### src/rtl/asteroid_pkg.sv
// Shared types for the asteroid frame sequencer.
// Edge behaviour is selected by ASTEROID_WRAP_EN (wrap) or left undefined (bounce).
package asteroid_pkg;

  localparam logic [8:0] SCR_W = 9'd160;
  localparam logic [7:0] SCR_H = 8'd120;

  typedef enum logic [1:0] {
    DIR_DOWN  = 2'b00,
    DIR_UP    = 2'b01,
    DIR_LEFT  = 2'b10,
    DIR_RIGHT = 2'b11
  } dir_t;

  typedef struct packed {
    logic       active;
    logic [7:0] x;
    logic [6:0] y;
    dir_t       dir;
    logic [1:0] speed;
  } ast_rec_t;

  typedef struct packed {
    logic       we;
    logic [7:0] x;
    logic [6:0] y;
  } pix_t;

  typedef enum logic [2:0] {
    S_IDLE,
    S_LOAD,
    S_ERASE,
    S_MOVE,
    S_DRAW,
    S_NEXT,
    S_DONE
  } sched_state_t;

endpackage

### src/rtl/asteroid_scheduler_if.sv
// Pixel-write port between the asteroid sequencer and the VGA plotter.
interface asteroid_scheduler_if;
  logic [7:0] pix_x;
  logic [6:0] pix_y;
  logic [2:0] pix_colour;
  logic       pix_we;
  logic       pix_ready;

  modport master (
    output pix_x, pix_y, pix_colour, pix_we,
    input  pix_ready
  );

  modport slave (
    input  pix_x, pix_y, pix_colour, pix_we,
    output pix_ready
  );
endinterface

### src/rtl/asteroid_step.sv
// One-frame position step for a single asteroid record.
// ASTEROID_WRAP_EN selects wrap-around edges; otherwise clamp and reverse.
module asteroid_step
  import asteroid_pkg::*;
#(
  parameter int SIZE = 4
) (
  input  ast_rec_t rec_in,
  output ast_rec_t rec_out
);

  localparam logic [8:0] XMAX = SCR_W - 9'(SIZE);
  localparam logic [7:0] YMAX = SCR_H - 8'(SIZE);

  logic [8:0] xs, xd, xa;
  logic [7:0] ys, yd, ya;

  always_comb begin
    rec_out = rec_in;
    xs = {1'b0, rec_in.x} + {7'd0, rec_in.speed};
    xd = {1'b0, rec_in.x} - {7'd0, rec_in.speed};
    ys = {1'b0, rec_in.y} + {6'd0, rec_in.speed};
    yd = {1'b0, rec_in.y} - {6'd0, rec_in.speed};
    xa = '0;
    ya = '0;
`ifdef ASTEROID_WRAP_EN
    // a negative difference shows up as the top bit set
    unique case (rec_in.dir)
      DIR_RIGHT: begin
        xa = (xs >= SCR_W) ? xs - SCR_W : xs;
        rec_out.x = xa[7:0];
      end
      DIR_LEFT: begin
        xa = xd[8] ? xd + SCR_W : xd;
        rec_out.x = xa[7:0];
      end
      DIR_DOWN: begin
        ya = (ys >= SCR_H) ? ys - SCR_H : ys;
        rec_out.y = ya[6:0];
      end
      DIR_UP: begin
        ya = yd[7] ? yd + SCR_H : yd;
        rec_out.y = ya[6:0];
      end
    endcase
`else
    unique case (rec_in.dir)
      DIR_RIGHT, DIR_LEFT: begin
        xa = (rec_in.dir == DIR_RIGHT) ? xs : xd;
        if (rec_in.dir == DIR_LEFT && xd[8]) begin
          xa = '0;
          rec_out.dir = dir_t'(rec_in.dir ^ 2'b01);
        end else if (xa > XMAX) begin
          xa = XMAX;
          rec_out.dir = dir_t'(rec_in.dir ^ 2'b01);
        end
        rec_out.x = xa[7:0];
      end
      DIR_DOWN, DIR_UP: begin
        ya = (rec_in.dir == DIR_DOWN) ? ys : yd;
        if (rec_in.dir == DIR_UP && yd[7]) begin
          ya = '0;
          rec_out.dir = dir_t'(rec_in.dir ^ 2'b01);
        end else if (ya > YMAX) begin
          ya = YMAX;
          rec_out.dir = dir_t'(rec_in.dir ^ 2'b01);
        end
        rec_out.y = ya[6:0];
      end
    endcase
`endif
  end

endmodule

### src/rtl/asteroid_scheduler.sv
// Per-frame erase/move/redraw sequencer over the asteroid slot table.
// Edge mode: ASTEROID_WRAP_EN (inside asteroid_step).
module asteroid_scheduler
  import asteroid_pkg::*;
#(
  parameter int          NUM_AST   = 8,
  parameter int          SIZE      = 4,
  parameter logic [2:0]  FG_COLOUR = 3'b111,
  parameter logic [2:0]  BG_COLOUR = 3'b000,
  localparam int         IW        = $clog2(NUM_AST)
) (
  input  logic          clk,
  input  logic          reset,
  input  logic          frame_tick,
  input  logic          cfg_we,
  input  logic [IW-1:0] cfg_idx,
  input  logic [7:0]    cfg_x,
  input  logic [6:0]    cfg_y,
  input  logic [1:0]    cfg_dir,
  input  logic [1:0]    cfg_speed,
  input  logic          cfg_active,
  asteroid_scheduler_if.master pix,
  output logic          busy,
  output logic          frame_done
);

  localparam int PW = $clog2(SIZE * SIZE);
  localparam logic [PW-1:0] LAST_PIX = PW'(SIZE * SIZE - 1);
  localparam logic [IW-1:0] LAST_IDX = IW'(NUM_AST - 1);

  sched_state_t  state;
  ast_rec_t      tab [NUM_AST];
  ast_rec_t      cur, nxt, cfg_rec;
  logic [IW-1:0] idx;
  logic [PW-1:0] cnt;
  logic          hit, cfg_hit, adv;
  pix_t          px;
  logic [2:0]    colour;

  function automatic pix_t pix_at(ast_rec_t r, logic [PW-1:0] p);
    pix_t o;
    logic [8:0] ax;
    logic [7:0] ay;
    ax = {1'b0, r.x} + 9'(p % PW'(SIZE));
    ay = {1'b0, r.y} + 8'(p / PW'(SIZE));
    o.we = (ax < SCR_W) && (ay < SCR_H);
    o.x = ax[7:0];
    o.y = ay[6:0];
    return o;
  endfunction

  asteroid_step #(.SIZE(SIZE)) u_step (
    .rec_in (cur),
    .rec_out(nxt)
  );

  assign cfg_rec = '{active: cfg_active, x: cfg_x, y: cfg_y,
                     dir: dir_t'(cfg_dir), speed: cfg_speed};
  assign cfg_hit = cfg_we && (cfg_idx == idx);
  // off-screen pixels (we low) advance without waiting for the plotter
  assign adv = !px.we || pix.pix_ready;

  assign pix.pix_x      = px.x;
  assign pix.pix_y      = px.y;
  assign pix.pix_we     = px.we;
  assign pix.pix_colour = colour;

  always_ff @(posedge clk) begin
    if (reset) begin
      state      <= S_IDLE;
      idx        <= '0;
      cnt        <= '0;
      cur        <= '0;
      hit        <= 1'b0;
      px         <= '0;
      colour     <= '0;
      busy       <= 1'b0;
      frame_done <= 1'b0;
      for (int i = 0; i < NUM_AST; i++) tab[i] <= '0;
    end else begin
      frame_done <= 1'b0;
      case (state)
        S_IDLE: if (frame_tick) begin
          state <= S_LOAD;
          idx   <= '0;
          busy  <= 1'b1;
        end
        S_LOAD: begin
          cur <= tab[idx];
          hit <= cfg_hit;
          cnt <= '0;
          if (tab[idx].active) begin
            px     <= pix_at(tab[idx], '0);
            colour <= BG_COLOUR;
            state  <= S_ERASE;
          end else begin
            state <= S_NEXT;
          end
        end
        S_ERASE: begin
          hit <= hit | cfg_hit;
          if (adv) begin
            if (cnt == LAST_PIX) begin
              px.we <= 1'b0;
              state <= S_MOVE;
            end else begin
              cnt <= PW'(cnt + 1'b1);
              px  <= pix_at(cur, PW'(cnt + 1'b1));
            end
          end
        end
        S_MOVE: begin
          // a cfg write to this slot earlier in its pass takes priority
          if (!hit) tab[idx] <= nxt;
          cur    <= nxt;
          cnt    <= '0;
          px     <= pix_at(nxt, '0);
          colour <= FG_COLOUR;
          state  <= S_DRAW;
        end
        S_DRAW: if (adv) begin
          if (cnt == LAST_PIX) begin
            px.we <= 1'b0;
            state <= S_NEXT;
          end else begin
            cnt <= PW'(cnt + 1'b1);
            px  <= pix_at(cur, PW'(cnt + 1'b1));
          end
        end
        S_NEXT: begin
          if (idx == LAST_IDX) begin
            frame_done <= 1'b1;
            state      <= S_DONE;
          end else begin
            idx   <= IW'(idx + 1'b1);
            state <= S_LOAD;
          end
        end
        S_DONE: begin
          busy  <= 1'b0;
          state <= S_IDLE;
        end
        default: state <= S_IDLE;
      endcase
      if (cfg_we) tab[cfg_idx] <= cfg_rec;
    end
  end

endmodule

### src/flat_wrapper.sv
// flat-port wrapper written by rule: the top's interface ports become plain ports
module asteroid_scheduler_flat import asteroid_pkg::*;
#(
  parameter int          NUM_AST   = 8,
  parameter int          SIZE      = 4,
  parameter logic [2:0]  FG_COLOUR = 3'b111,
  parameter logic [2:0]  BG_COLOUR = 3'b000,
  localparam int         IW        = $clog2(NUM_AST)
)
  (clk, reset, frame_tick, cfg_we, cfg_idx, cfg_x, cfg_y, cfg_dir, cfg_speed, cfg_active, busy, frame_done, pix_pix_x, pix_pix_y, pix_pix_colour, pix_pix_we, pix_pix_ready);
  asteroid_scheduler_if pix_i ();
  input  logic clk;
  input  logic reset;
  input  logic frame_tick;
  input  logic cfg_we;
  input  logic [IW-1:0] cfg_idx;
  input  logic [7:0] cfg_x;
  input  logic [6:0] cfg_y;
  input  logic [1:0] cfg_dir;
  input  logic [1:0] cfg_speed;
  input  logic cfg_active;
  output logic busy;
  output logic frame_done;
  output wire logic [$bits(pix_i.pix_x)-1:0] pix_pix_x;
  output wire logic [$bits(pix_i.pix_y)-1:0] pix_pix_y;
  output wire logic [$bits(pix_i.pix_colour)-1:0] pix_pix_colour;
  output wire logic [$bits(pix_i.pix_we)-1:0] pix_pix_we;
  input wire logic [$bits(pix_i.pix_ready)-1:0] pix_pix_ready;
  assign pix_pix_x = pix_i.pix_x;
  assign pix_pix_y = pix_i.pix_y;
  assign pix_pix_colour = pix_i.pix_colour;
  assign pix_pix_we = pix_i.pix_we;
  assign pix_i.pix_ready = pix_pix_ready;
  asteroid_scheduler #(.NUM_AST(NUM_AST), .SIZE(SIZE), .FG_COLOUR(FG_COLOUR), .BG_COLOUR(BG_COLOUR)) u_core (.clk(clk), .reset(reset), .frame_tick(frame_tick), .cfg_we(cfg_we), .cfg_idx(cfg_idx), .cfg_x(cfg_x), .cfg_y(cfg_y), .cfg_dir(cfg_dir), .cfg_speed(cfg_speed), .cfg_active(cfg_active), .pix(pix_i), .busy(busy), .frame_done(frame_done));
endmodule
### config.mk
export PLATFORM = sky130hd
export DESIGN_NAME = asteroid_scheduler_flat
export DESIGN_NICKNAME = d
export VERILOG_FILES = /design/src/rtl/asteroid_pkg.sv /design/src/rtl/asteroid_scheduler_if.sv /design/src/rtl/asteroid_step.sv /design/src/rtl/asteroid_scheduler.sv /design/src/flat_wrapper.sv
export SDC_FILE = /design/constraint.sdc
export NUM_CORES = 1
export LEC_CHECK = 0
export ABC_AREA = 0
export ABC_CLOCK_PERIOD_IN_PS = 5090
export CORE_ASPECT_RATIO = 1.4
export CORE_MARGIN = 5
export CORE_UTILIZATION = 60
export CTS_BUF_LIST = sky130_fd_sc_hd__clkbuf_16
export DETAILED_ROUTE_END_ITERATION = 16
export PLACE_DENSITY = 0.91
export SLEW_MARGIN = 10
export SYNTH_ARGS = -nofsm -noshare
export SYNTH_HDL_FRONTEND = slang
export SYNTH_HIERARCHICAL = 1
export SYNTH_SLANG_ARGS = --single-unit
### constraint.sdc
create_clock -name clk -period 5.09 [get_ports clk]
set_input_delay 1.018 -clock clk [delete_from_list [all_inputs] [get_ports clk]]
set_output_delay 1.018 -clock clk [all_outputs]
set_load 0.005 [all_outputs]
Yosys cells after proc, flatten, opt, wreduce, memory -nomap -nowiden
Memory sizes are Yosys's and may differ from the RTL's. A register that Yosys moved wholly into a read port is not among the register bits.
Cells that the tools add are included.
- $add $sub $neg: 8
- magnitude comparators: 8
- equality and inequality tests: 21
- multiplexer cells: 56
- bitwise logic cells: 4
- reduce and logical (&&, ||, !) cells: 31
- operators with widths (kind ; count):
    $pmux 16 s3 ; 1
    $mux 3 ; 14
    $mux 20 ; 2
    $pmux 20 s2 ; 1
    $reduce_or 20->1 ; 2
    $mux 16 ; 2
    $mux 8 ; 4
    $mux 7 ; 3
    $add 8x2->9 ; 2
    $mux 1 ; 18
    $pmux 3 s6 ; 1
    $add 7x2->8 ; 2
    $lt 8x8->1 const B ; 2
    $mux 15 ; 1
    $lt 7x7->1 const B ; 2
    $eq 3x3->1 const B ; 4
    $ne 2x1->1 const B ; 6
    $pmux 3 s2 ; 2
    $reduce_bool 2->1 ; 5
    $reduce_or 2->1 ; 5
    $gt 9x8->1 const B ; 1
    $lt 9x8->1 const B ; 1
    $mux 9 ; 1
    $reduce_and 3->1 ; 3
    28 further kinds ; 43
- register bits after elaboration: 52
- bits in writable memories: 160
- output and inout bits: 21
- memories kept: 1
- memories (memory ; words ; width ; read ports ; clocked after memory_dff ; write ports ; RTL line ; text):
    u_core.tab ; 8 ; 20 ; 1 ; 1 ; 8 ; asteroid_scheduler.sv:32 ; ast_rec_t tab [NUM_AST];

Longest topological paths before layout
Gate-level depths: netlist of the first run.
- word-level depth: 9
- depth in mapped cells: 16

Hierarchy
The synthesis of the first run kept the hierarchy.
- by module, submodules not included (module ; times used ; cells an instance ; area each (sq um)):
    asteroid_scheduler ; 1 ; 952 ; 11250.8
    asteroid_step ; 1 ; 177 ; 1255.0

Worst setup path after synthesis of the first run
OpenSTA, ideal clock, no wires.
- path kind: in2reg
- start point: in reset
- end point: mem u_core/tab[0][0] in the netlist's numbering (enable)
- library setup time: 428 ps
- arrival time: 3036 ps
- slack: 1626 ps
- cell stages on the path: 4
- path buffers: 1
- cell sequence: nor3_1 nand2b_1 clkbuf_1 o31ai_1
- RTL lines (what ; RTL line ; text):
    start, declared ; flat_wrapper.sv:13 ; input logic reset;
    end, declared ; asteroid_scheduler.sv:32 ;

==> impl_metrics.py, run 1 <==
metrics = {
    "outcome": {
        "outcome": "finished clean",
    },
    "cells_and_area": {
        "nFillCells": 1383,
        "n_antenna_cell": 0,
        "layout-drive-gt1-share_pct": 14.60,
        "nets": 1157,
        "syn_to_final_growth_pct": 10.53,
        "finalNonFillerCells": 1379,
        "fin_area_sq_um": 13820,
    },
    "clocking": {
        "hold_buffers": 0,
        "post_cts_buffers": 0,
        "cts.clk_slew.worst_paths_ps": 70,
        "clk-insertion-delay-late_ps": 520,
        "htree_levels": 1,
        "clockBufferDepth": 3,
        "tritoncts": "built",
        "cts_buffers": 22,
        "numClockSinks": 213,
        "cts-resized-gates": 0,
        "clockRootBuffer": "clkbuf_16",
    },
    "worst_setup_path": {
        "critPathSlowestCell": "o22ai_1",
        "crit_path_max_fanout": 16,
        "end_kind": "register",
        "critPathArrivalTime_ps": 4580,
        "cpLargestDelayFamily": "compound AO/OA/AOI/OAI gates",
        "crit_path_max_incr_delay_ps": 810,
        "path_cells": "inv_1 > ha_1 > nor2b_1 > o211a_2 > or3_1 > a22oi_1 > o211ai_2 > o22ai_1 > mux2i_1 > nand2_1 > o311ai_0 > a211oi_2",
        "cp.buffers_inverters": 1,
        "cp-start-kind": "register",
        "cp.required_ps": 5530,
        "crit_type": "reg2reg",
    },
    "power_and_ir_drop": {
        "p_leak_nw": 4.801,
        "ir_worst_vdd_mv": 0.2784,
        "power.density_nw_per_um2": 345.7,
        "totalPowerFinal_mw": 4.779,
    },
    "logic_synthesis": {
        "ys_warn_count": 6,
        "syn_avg_cell_area_sq_um": 11.08,
        "syn_inst": 1129,
        "ys_ff_latch": 213,
        "synth_flop_cell": "edfxtp_1",
        "synth-edff-count": 160,
        "synth-seq-area-share_pct": 46.90,
        "yosysUniqueCellTypes": 87,
        "synth_area_sq_um": 12510,
        "synth_fp_nets": 1178,
        "synthArstFlopShare_pct": 0,
    },
    "global_route": {
        "globalRouteTotalUtil_pct": 31.34,
        "grt_pass1_vias": 10092,
        "antenna_found_initial": 0,
        "gr-total-overflow": 0,
        "grt_start_max_net_pins": 46,
        "grt_pass1_wl_mm": 58.68,
    },
    "drt": {
        "wirelength_mm": 38.80,
        "drt_iter0_drc": 1546,
        "vias": 10232,
        "drc_errors": 0,
        "ant_nets": 0,
        "viasPerCell": 7.420,
        "dr.pass1.iters": 8,
        "wl_per_cell_microns": 28.13,
    },
    "placed_design": {
        "dp_hpwl_mm": 25.45,
        "gp_congestion": 0.9711,
        "dp.cells": 1340,
        "portBuffers": 48,
        "place_area_sq_um": 13070,
    },
    "sta": {
        "maxSlewViolCount": 0,
        "fin_crit_sh_pct": 81.41,
        "finalCriticalPeriod_ps": 4144,
        "hold_viol": 0,
        "setup_tns_ps": 0,
        "setup_viol": 0,
        "worst_pin_slew_ps": 1279,
        "fin_worst_skew_ps": 11.71,
        "fmax_ghz": 0.2413,
        "max_slew_margin_pct": 14.73,
        "rsz0062_at_grt": "false",
    },
    "die": {
        "ioPinCount": 49,
        "std_cell_rows": 62,
        "die_h_microns": 180.8,
        "die-area_sq_um": 23870,
        "die_w_microns": 132.0,
        "coreArea_sq_um": 20560,
        "initial_core_util_pct": 60.83,
    },
    "min_path": {
        "hp-class": "reg2reg",
    },
    "run": {
        "maxCapViolations": 0,
    },
}
## synthesized netlist by cell type, drive strengths merged (4+ instances only)
library cell	instances	area, sq um
mux2i	31	314.1
o22ai	5	31.28
a311oi	4	60.06
a22oi	11	82.58
a31oi	7	43.79
nor4	9	68.81
nor3	31	155.2
edfxtp	160	4805
or2	5	31.28
nand2b	16	107.6
dfxtp	53	1061
nand2	89	334.1
o31ai	4	43.79
nand4	5	37.53
inv	21	78.82
o21ai	61	312.8
nor2b	10	62.56
and2	4	25.03
mux4	36	852.1
fa	6	120.1
a211oi	13	122.6
and3	5	31.28
o211ai	8	65.06
nor2	78	302.8
ha	15	187.7
a21o	11	82.58
xor2	13	113.9
a22o	165	1445
buf	76	455.4
xnor2	7	61.31
a21oi	49	256.5
clkbuf	57	214.0
nand3b	5	37.54
nand3	13	65.06
## per-layer routing
metal  wire [microns]  up-vias  track usage [%]
li1                 -     4303                -
met1            12870     4954            35.26
met2            19520      784            55.03
met3             3908      191            5.982
met4             2499        0            18.28
met5                0        -                0
## worst min-delay path: cells and delay by family, from the launching register on
family / cells / cell delay [ps]
compound gates: 1 / 60
flops: 1 / 330
simple gates: 1 / 60
## cell usage in the layout (no fill, tap or decap), drive strengths merged, types with 16 or more instances in the layout
cell type      netlist  layout
clkdlybuf4s50        0      47
inv                 21      26
edfxtp             160     160
a22o               165     165
clkbuf              57      25
o21ai               61      61
nor2                78      78
mux4                36      36
a21oi               49      49
dfxtp               53      53
nand2               89      89
nor3                31      31
buf                 76      41
nand2b              16      16
mux2i               31      31
## sequential cells by signal, summed over array words and instances (netlist names), named ones only
signal                 count
u_core/tab               160
u_core/hit                 1
u_core/frame_done          1
u_core/cur                20
u_core/busy                1
u_core/pix.pix_y           7
u_core/pix.pix_colour      1
u_core/pix.pix_x           8
u_core/idx                 3
u_core/state               3
u_core/cnt                 4
u_core/pix.pix_we          1
## worst paths after layout
kind	to	startpoint	slack, ps	cells past startpoint
worst max-delay path	u_core/pix.pix_y[0]	u_core/cur[1]	950	12
worst min-delay path	u_core/pix.pix_colour[1]	u_core/pix.pix_colour[1]	490	2
worst max register to register	u_core/pix.pix_y[0]	u_core/cur[1]	950	12
worst min register to register	u_core/pix.pix_colour[1]	u_core/pix.pix_colour[1]	490	2
## power by group
part / switching, mW / total (mW) / internal, mW
sequential: 0.143 / 2.14 / 2.00
clock: 0.703 / 1.69 / 0.989
combinational: 0.597 / 0.945 / 0.349
## cell families (layout without fill, tap and decap cells)
logic type / count (synthesis) / in the layout / synth area share [%]
buf+inv: 156 / 150 / 6.043
flops: 213 / 213 / 46.90
simple gates: 283 / 283 / 11.12
xor+xnor: 20 / 20 / 1.401
fa+ha+maj: 21 / 21 / 2.461
compound gates: 367 / 367 / 22.57
mux: 69 / 69 / 9.505
## per-stage QoR
step	utilization (%)	worst slack (ps)	hold WS, ps
floorplan	-	1626	437.0
CTS	67.24	1069	486.8
global route	67.24	676.0	520.6
detailed placement	63.56	1118	475.6
finish	67.24	946.1	490.3
global placement	63.56	1236	466.2
## final cells by class
cell class / count / area, sq um / area share (%)
Tap cell: 256 / 320.3 / 2.317
Timing Repair Buffer: 88 / 775.7 / 5.612
Multi-Input combinational cell: 760 / 6017 / 43.53
Inverter: 23 / 86.33 / 0.6246
Clock buffer: 25 / 625.6 / 4.526
Sequential cell: 213 / 5867 / 42.45
Clock inverter: 14 / 130.1 / 0.9414
Note: power is estimated with default switching activity, not from simulation.
==> inputs of run 2 (changes only) <==
--- a/config.mk
+++ b/config.mk
@@ -6,7 +6,7 @@
 export NUM_CORES = 1
 export LEC_CHECK = 0
 export ABC_AREA = 0
-export ABC_CLOCK_PERIOD_IN_PS = 5090
+export ABC_CLOCK_PERIOD_IN_PS = 3900
 export CORE_ASPECT_RATIO = 1.4
 export CORE_MARGIN = 5
 export CORE_UTILIZATION = 60
==> constraint.sdc (replaced) <==
create_clock -name clk -period 3.9 [get_ports clk]
set_input_delay 0.78 -clock clk [delete_from_list [all_inputs] [get_ports clk]]
set_output_delay 0.78 -clock clk [all_outputs]
set_load 0.005 [all_outputs]
==> impl_metrics.py, run 2 (same netlist as run 1, synthesis figures left out) <==
metrics = {
    "outcome": {
        "outcome": "finished clean",
    },
    "drt": {
        "vias": 10360,
        "drt_iter0_drc": 1460,
        "dr.pass1.iters": 6,
        "ant_nets": 0,
        "wl_per_cell_microns": 27.20,
        "viasPerCell": 7.389,
        "drc_errors": 0,
        "wirelength_mm": 38.14,
    },
    "die": {
        "die_w_microns": 132.0,
        "die-area_sq_um": 23870,
        "initial_core_util_pct": 60.83,
        "die_h_microns": 180.8,
        "coreArea_sq_um": 20560,
        "ioPinCount": 49,
        "std_cell_rows": 62,
    },
    "min_path": {
        "whs_path_depth": 2,
        "hp-class": "reg2reg",
        "hp-start": "u_core/hit",
        "holdPathEnd": "u_core/hit",
    },
    "clocking": {
        "htree_levels": 1,
        "hold_buffers": 0,
        "cts_buffers": 22,
        "cts.clk_slew.worst_paths_ps": 70,
        "clockRootBuffer": "clkbuf_16",
        "tritoncts": "built",
        "clockBufferDepth": 3,
        "clk-insertion-delay-late_ps": 510,
        "numClockSinks": 213,
    },
    "cells_and_area": {
        "finalNonFillerCells": 1402,
        "regMostFlops": "u_core/tab",
        "largest_reg_flops": 160,
        "nets": 1179,
        "final_common_cell": "a22o_1",
        "syn_to_final_growth_pct": 11.66,
        "layout-drive-gt1-share_pct": 15.63,
        "layout_common_cells": "a22o_1, edfxtp_1, nand2_1",
    },
    "sta": {
        "maxSlewViolCount": 0,
        "rsz0062_at_grt": "false",
        "fin_worst_skew_ps": 19.60,
        "finalCriticalPeriod_ps": 3509,
        "worst_pin_slew_ps": 1095,
        "setup_viol": 0,
        "max_slew_margin_pct": 26.98,
        "fin_crit_sh_pct": 89.97,
        "whs_ps": 468.9,
        "fmax_ghz": 0.2850,
        "setup_tns_ps": 0,
        "hold_viol": 0,
    },
    "worst_setup_path": {
        "reg2reg_to": "u_core/pix.pix_x[6]",
        "r2r_start": "u_core/cur[0]",
        "cp.required_ps": 4260,
        "cp-start-kind": "register",
        "critPathArrivalTime_ps": 3870,
        "rr_worst_depth": 11,
        "crit_path_max_incr_delay_ps": 490,
        "end_kind": "register",
        "crit_type": "reg2reg",
        "cp.buffers_inverters": 0,
        "critPathSlowestCell": "or4b_4",
        "cpLargestDelayFamily": "compound AO/OA/AOI/OAI gates",
        "path_cells": "ha_1 > fa_1 > or4b_4 > nor4_2 > a32o_1 > nor2_1 > a32o_1 > a22oi_1 > nand3_1 > a211oi_1 > a211oi_1",
        "r2r_setup_slack_ps": 390,
        "crit_path_max_fanout": 11,
    },
    "global_route": {
        "grt_pass1_wl_mm": 58.34,
        "grt_start_max_net_pins": 45,
        "grt_pass1_vias": 10257,
        "globalRouteTotalUtil_pct": 30.85,
        "antenna_found_initial": 1,
        "gr-total-overflow": 0,
    },
    "placed_design": {
        "gp_congestion": 0.9916,
        "dp_hpwl_mm": 24.92,
        "portBuffers": 48,
        "dp.cells": 1362,
    },
    "run": {
        "maxCapViolations": 0,
    },
    "power_and_ir_drop": {
        "power.density_nw_per_um2": 440.1,
        "ir_worst_vdd_mv": 0.3632,
        "p_leak_nw": 4.909,
    },
}
[run 2: power by group]
part / internal (mW) / switching [mW] / total, mW
Combinational: 0.491 / 0.797 / 1.29
Clock: 1.20 / 0.888 / 2.09
Sequential: 2.61 / 0.161 / 2.77
Total: 4.30 / 1.85 / 6.15
[run 2: worst max-delay path by stage]
stage / start / endpoint / cells past startpoint
after global routing: u_core/cur[11] / u_core/pix.pix_we / 15
final: u_core/cur[0] / u_core/pix.pix_x[6] / 11
after CTS: u_core/cur[1] / u_core/pix.pix_x[6] / 11
after global placement: u_core/cur[1] / u_core/pix.pix_we / 14
after floorplan: reset / u_core/tab[0][0] / 4
after detailed placement: u_core/cur[1] / u_core/pix.pix_x[6] / 11
[run 2: metrics by stage]
| step | power [mW] | utilization (%) | cell area (sq um) | worst slack (ps) |
|---|---|---|---|---|
| final | 6.145 | 67.92 | 13960 | 391.2 |
| after CTS | 6.102 | 67.91 | 13960 | 417.4 |
| after global placement | 4.010 | 64.49 | 13260 | 532.2 |
| after global routing | 6.347 | 67.92 | 13960 | 139.6 |
| after detailed placement | 4.051 | 64.49 | 13260 | 419.2 |
| after floorplan | 3.596 | - | 12510 | 673.9 |
[run 2: routing by layer]
layer	global-route usage, %	share of wire [%]	vias to the layer above
met5	0	0	-
met4	19.60	7.5	0
met3	5.481	11	219
met2	51.33	48	870
met1	36.85	33	4921
li1	-	-	4350
[run 2: final cells by class]
class	count	area [sq um]
multi-input combinational	760	6017
clock inverter	16	127.6
clock buffer	23	575.6
sequential	213	5868
tap	256	320.3
timing repair buffer	110	965.9
antenna	1	2.502
fill	1382	6594
inverter	23	86.33
[run 2: worst reg2reg max path: stages (launching register included)]
cell,delay (ps)
dfxtp_1,440
ha_1,230
fa_1,220
or4b_4,490
nor4_2,250
a32o_1,290
nor2_1,90
a32o_1,460
a22oi_1,290
nand3_1,110
a211oi_1,370
a211oi_1,130
[run 2: timing repair]
action,4_1_cts,5_1_grt
setup endpoints to repair,0,1
gates resized for setup,0,1
buffers inserted,0,0
==> inputs of run 3 (changes only) <==
--- a/config.mk
+++ b/config.mk
@@ -12,7 +12,7 @@
 export CORE_UTILIZATION = 60
 export CTS_BUF_LIST = sky130_fd_sc_hd__clkbuf_16
 export DETAILED_ROUTE_END_ITERATION = 16
-export PLACE_DENSITY = 0.91
+export PLACE_DENSITY = 0.79
 export SLEW_MARGIN = 10
 export SYNTH_ARGS = -nofsm -noshare
 export SYNTH_HDL_FRONTEND = slang
==> impl_metrics.py, run 3 (same netlist as run 1, synthesis figures left out) <==
metrics = {
    "outcome": {
        "outcome": "finished clean",
    },
    "drt": {
        "viasPerCell": 7.241,
        "ant_nets": 0,
        "drt_iter0_drc": 1343,
        "wirelength_mm": 38.37,
        "wl_per_cell_microns": 27.29,
        "drc_errors": 0,
        "vias": 10181,
        "dr.pass1.iters": 5,
    },
    "die": {
        "ioPinCount": 49,
        "initial_core_util_pct": 60.83,
        "die_w_microns": 132.0,
        "std_cell_rows": 62,
        "die-area_sq_um": 23870,
        "die_h_microns": 180.8,
        "coreArea_sq_um": 20560,
    },
    "sta": {
        "maxSlewViolCount": 0,
        "setup_viol": 0,
        "setup_tns_ps": 0,
        "fmax_ghz": 0.2839,
        "fin_worst_skew_ps": 8.901,
        "hold_viol": 0,
        "worst_pin_slew_ps": 1091,
        "max_slew_margin_pct": 26.68,
        "rsz0062_at_grt": "false",
        "finalCriticalPeriod_ps": 3522,
        "fin_crit_sh_pct": 90.32,
    },
    "clocking": {
        "post_cts_buffers": 0,
        "clockRootBuffer": "clkbuf_16",
        "cts.clk_slew.worst_paths_ps": 60,
        "clockBufferDepth": 3,
        "htree_levels": 1,
        "tritoncts": "built",
        "numClockSinks": 213,
        "cts_buffers": 23,
        "clk-insertion-delay-late_ps": 510,
    },
    "cells_and_area": {
        "regMostFlops": "u_core/tab",
        "n_antenna_cell": 0,
        "layout-drive-gt1-share_pct": 16.52,
        "layout_common_cells": "a22o_1, edfxtp_1, nand2_1",
        "nFillCells": 1512,
        "syn_to_final_growth_pct": 12.11,
        "fin_area_sq_um": 14020,
        "largest_reg_flops": 160,
        "fin_util_pct": 68.20,
        "final_common_cell": "a22o_1",
        "nets": 1183,
    },
    "placed_design": {
        "place_area_sq_um": 13300,
        "dp_hpwl_mm": 26.09,
        "gp_congestion": 0.9310,
        "portBuffers": 48,
    },
    "global_route": {
        "grt_pass1_vias": 9955,
        "antenna_found_initial": 0,
        "gr-total-overflow": 0,
        "globalRouteTotalUtil_pct": 31.18,
        "grt_pass1_wl_mm": 58.06,
        "grt_start_max_net_pins": 55,
    },
    "power_and_ir_drop": {
        "power.density_nw_per_um2": 440.0,
        "p_leak_nw": 4.931,
        "ir_worst_vdd_mv": 0.3407,
    },
    "min_path": {
        "hp-start": "u_core/cnt[1]",
        "hp-class": "reg2reg",
        "holdPathEnd": "u_core/cnt[1]",
        "whs_path_depth": 2,
    },
    "worst_setup_path": {
        "crit_type": "reg2reg",
        "crit_path_max_fanout": 10,
        "cp-start-kind": "register",
        "critPathArrivalTime_ps": 3940,
        "r2r_setup_slack_ps": 380,
        "end_kind": "register",
        "cp.required_ps": 4320,
        "rr_worst_depth": 14,
        "reg2reg_to": "u_core/pix.pix_x[1]",
        "r2r_start": "u_core/cur[11]",
    },
    "run": {
        "maxCapViolations": 0,
    },
}
run 3: changes by cell type in the layout (fill, tap and decap cells not counted), sizes merged:
cell,previous run,this run
clkinvlp,2,1
clkinv,7,10
diode,1,0
buf,63,66
run 3: how the worst max path moves through the flow:
stage / from / to / slack, ps / cells past startpoint
finish: u_core/cur[11] / u_core/pix.pix_x[1] / 380 / 14
global route: u_core/cur[11] / u_core/pix.pix_we / 140 / 15
global placement: u_core/cur[0] / u_core/pix.pix_we / 370 / 14
floorplan: reset / u_core/tab[0][0] / 670 / 4
CTS: u_core/cur[0] / u_core/pix.pix_x[3] / 280 / 13
detailed placement: u_core/cur[0] / u_core/pix.pix_we / 320 / 14
run 3: metal layers:
layer | vias up | track usage, % | part of all wire [%]
met4 | 0 | 16.55 | 6.5
met5 | - | 0 | 0
met1 | 4942 | 37.16 | 34
met2 | 700 | 53.82 | 49
met3 | 183 | 5.203 | 10
li1 | 4356 | - | -
run 3: critical path: stages, from the launching register on:
cell      delay, ps
dfxtp_1         430
inv_1            90
ha_1            210
fa_1            480
a21boi_1        220
o21ai_0         140
o311a_1         160
a311oi_2        350
o21ai_2         170
o32ai_1         310
buf_4           270
a21oi_1          90
o32ai_1         150
nor2_1          100
a211oi_2        250
run 3: power by group:
group | switching (mW) | total [mW] | internal [mW] | leakage, nW
Combinational | 0.803 | 1.30 | 0.493 | 2.54
Clock | 0.899 | 2.11 | 1.21 | 0.366
Sequential | 0.155 | 2.76 | 2.61 | 2.03
Total | 1.86 | 6.17 | 4.31 | 4.93
run 3: cell type report:
type,count,area (sq um),area share [%]
Inverter,23,86.33,0.6158
Tap cell,256,320.3,2.285
Clock buffer,23,575.6,4.105
Sequential cell,213,5872,41.88
Timing Repair Buffer,113,1001,7.140
Multi-Input combinational cell,760,6022,42.95
Clock inverter,18,142.6,1.017
run 3: timing repair:
action,4_1_cts,5_1_grt
resized for setup,0,4
hold buffers,0,0
endpoints found under the setup margin,0,6
run 3: stage by stage:
| stage | total power, mW | hold WS (ps) | setup WS, ps | std cells |
|---|---|---|---|---|
| after floorplan | 3.596 | 437.0 | 673.9 | 1129 |
| after global placement | 4.035 | 447.0 | 371.9 | 1365 |
| after detailed placement | 4.061 | 471.1 | 316.8 | 1365 |
| after CTS | 6.152 | 480.3 | 283.7 | 1406 |
| after global routing | 6.382 | 513.2 | 144.6 | 1406 |
| final | 6.169 | 484.8 | 377.7 | 1406 |
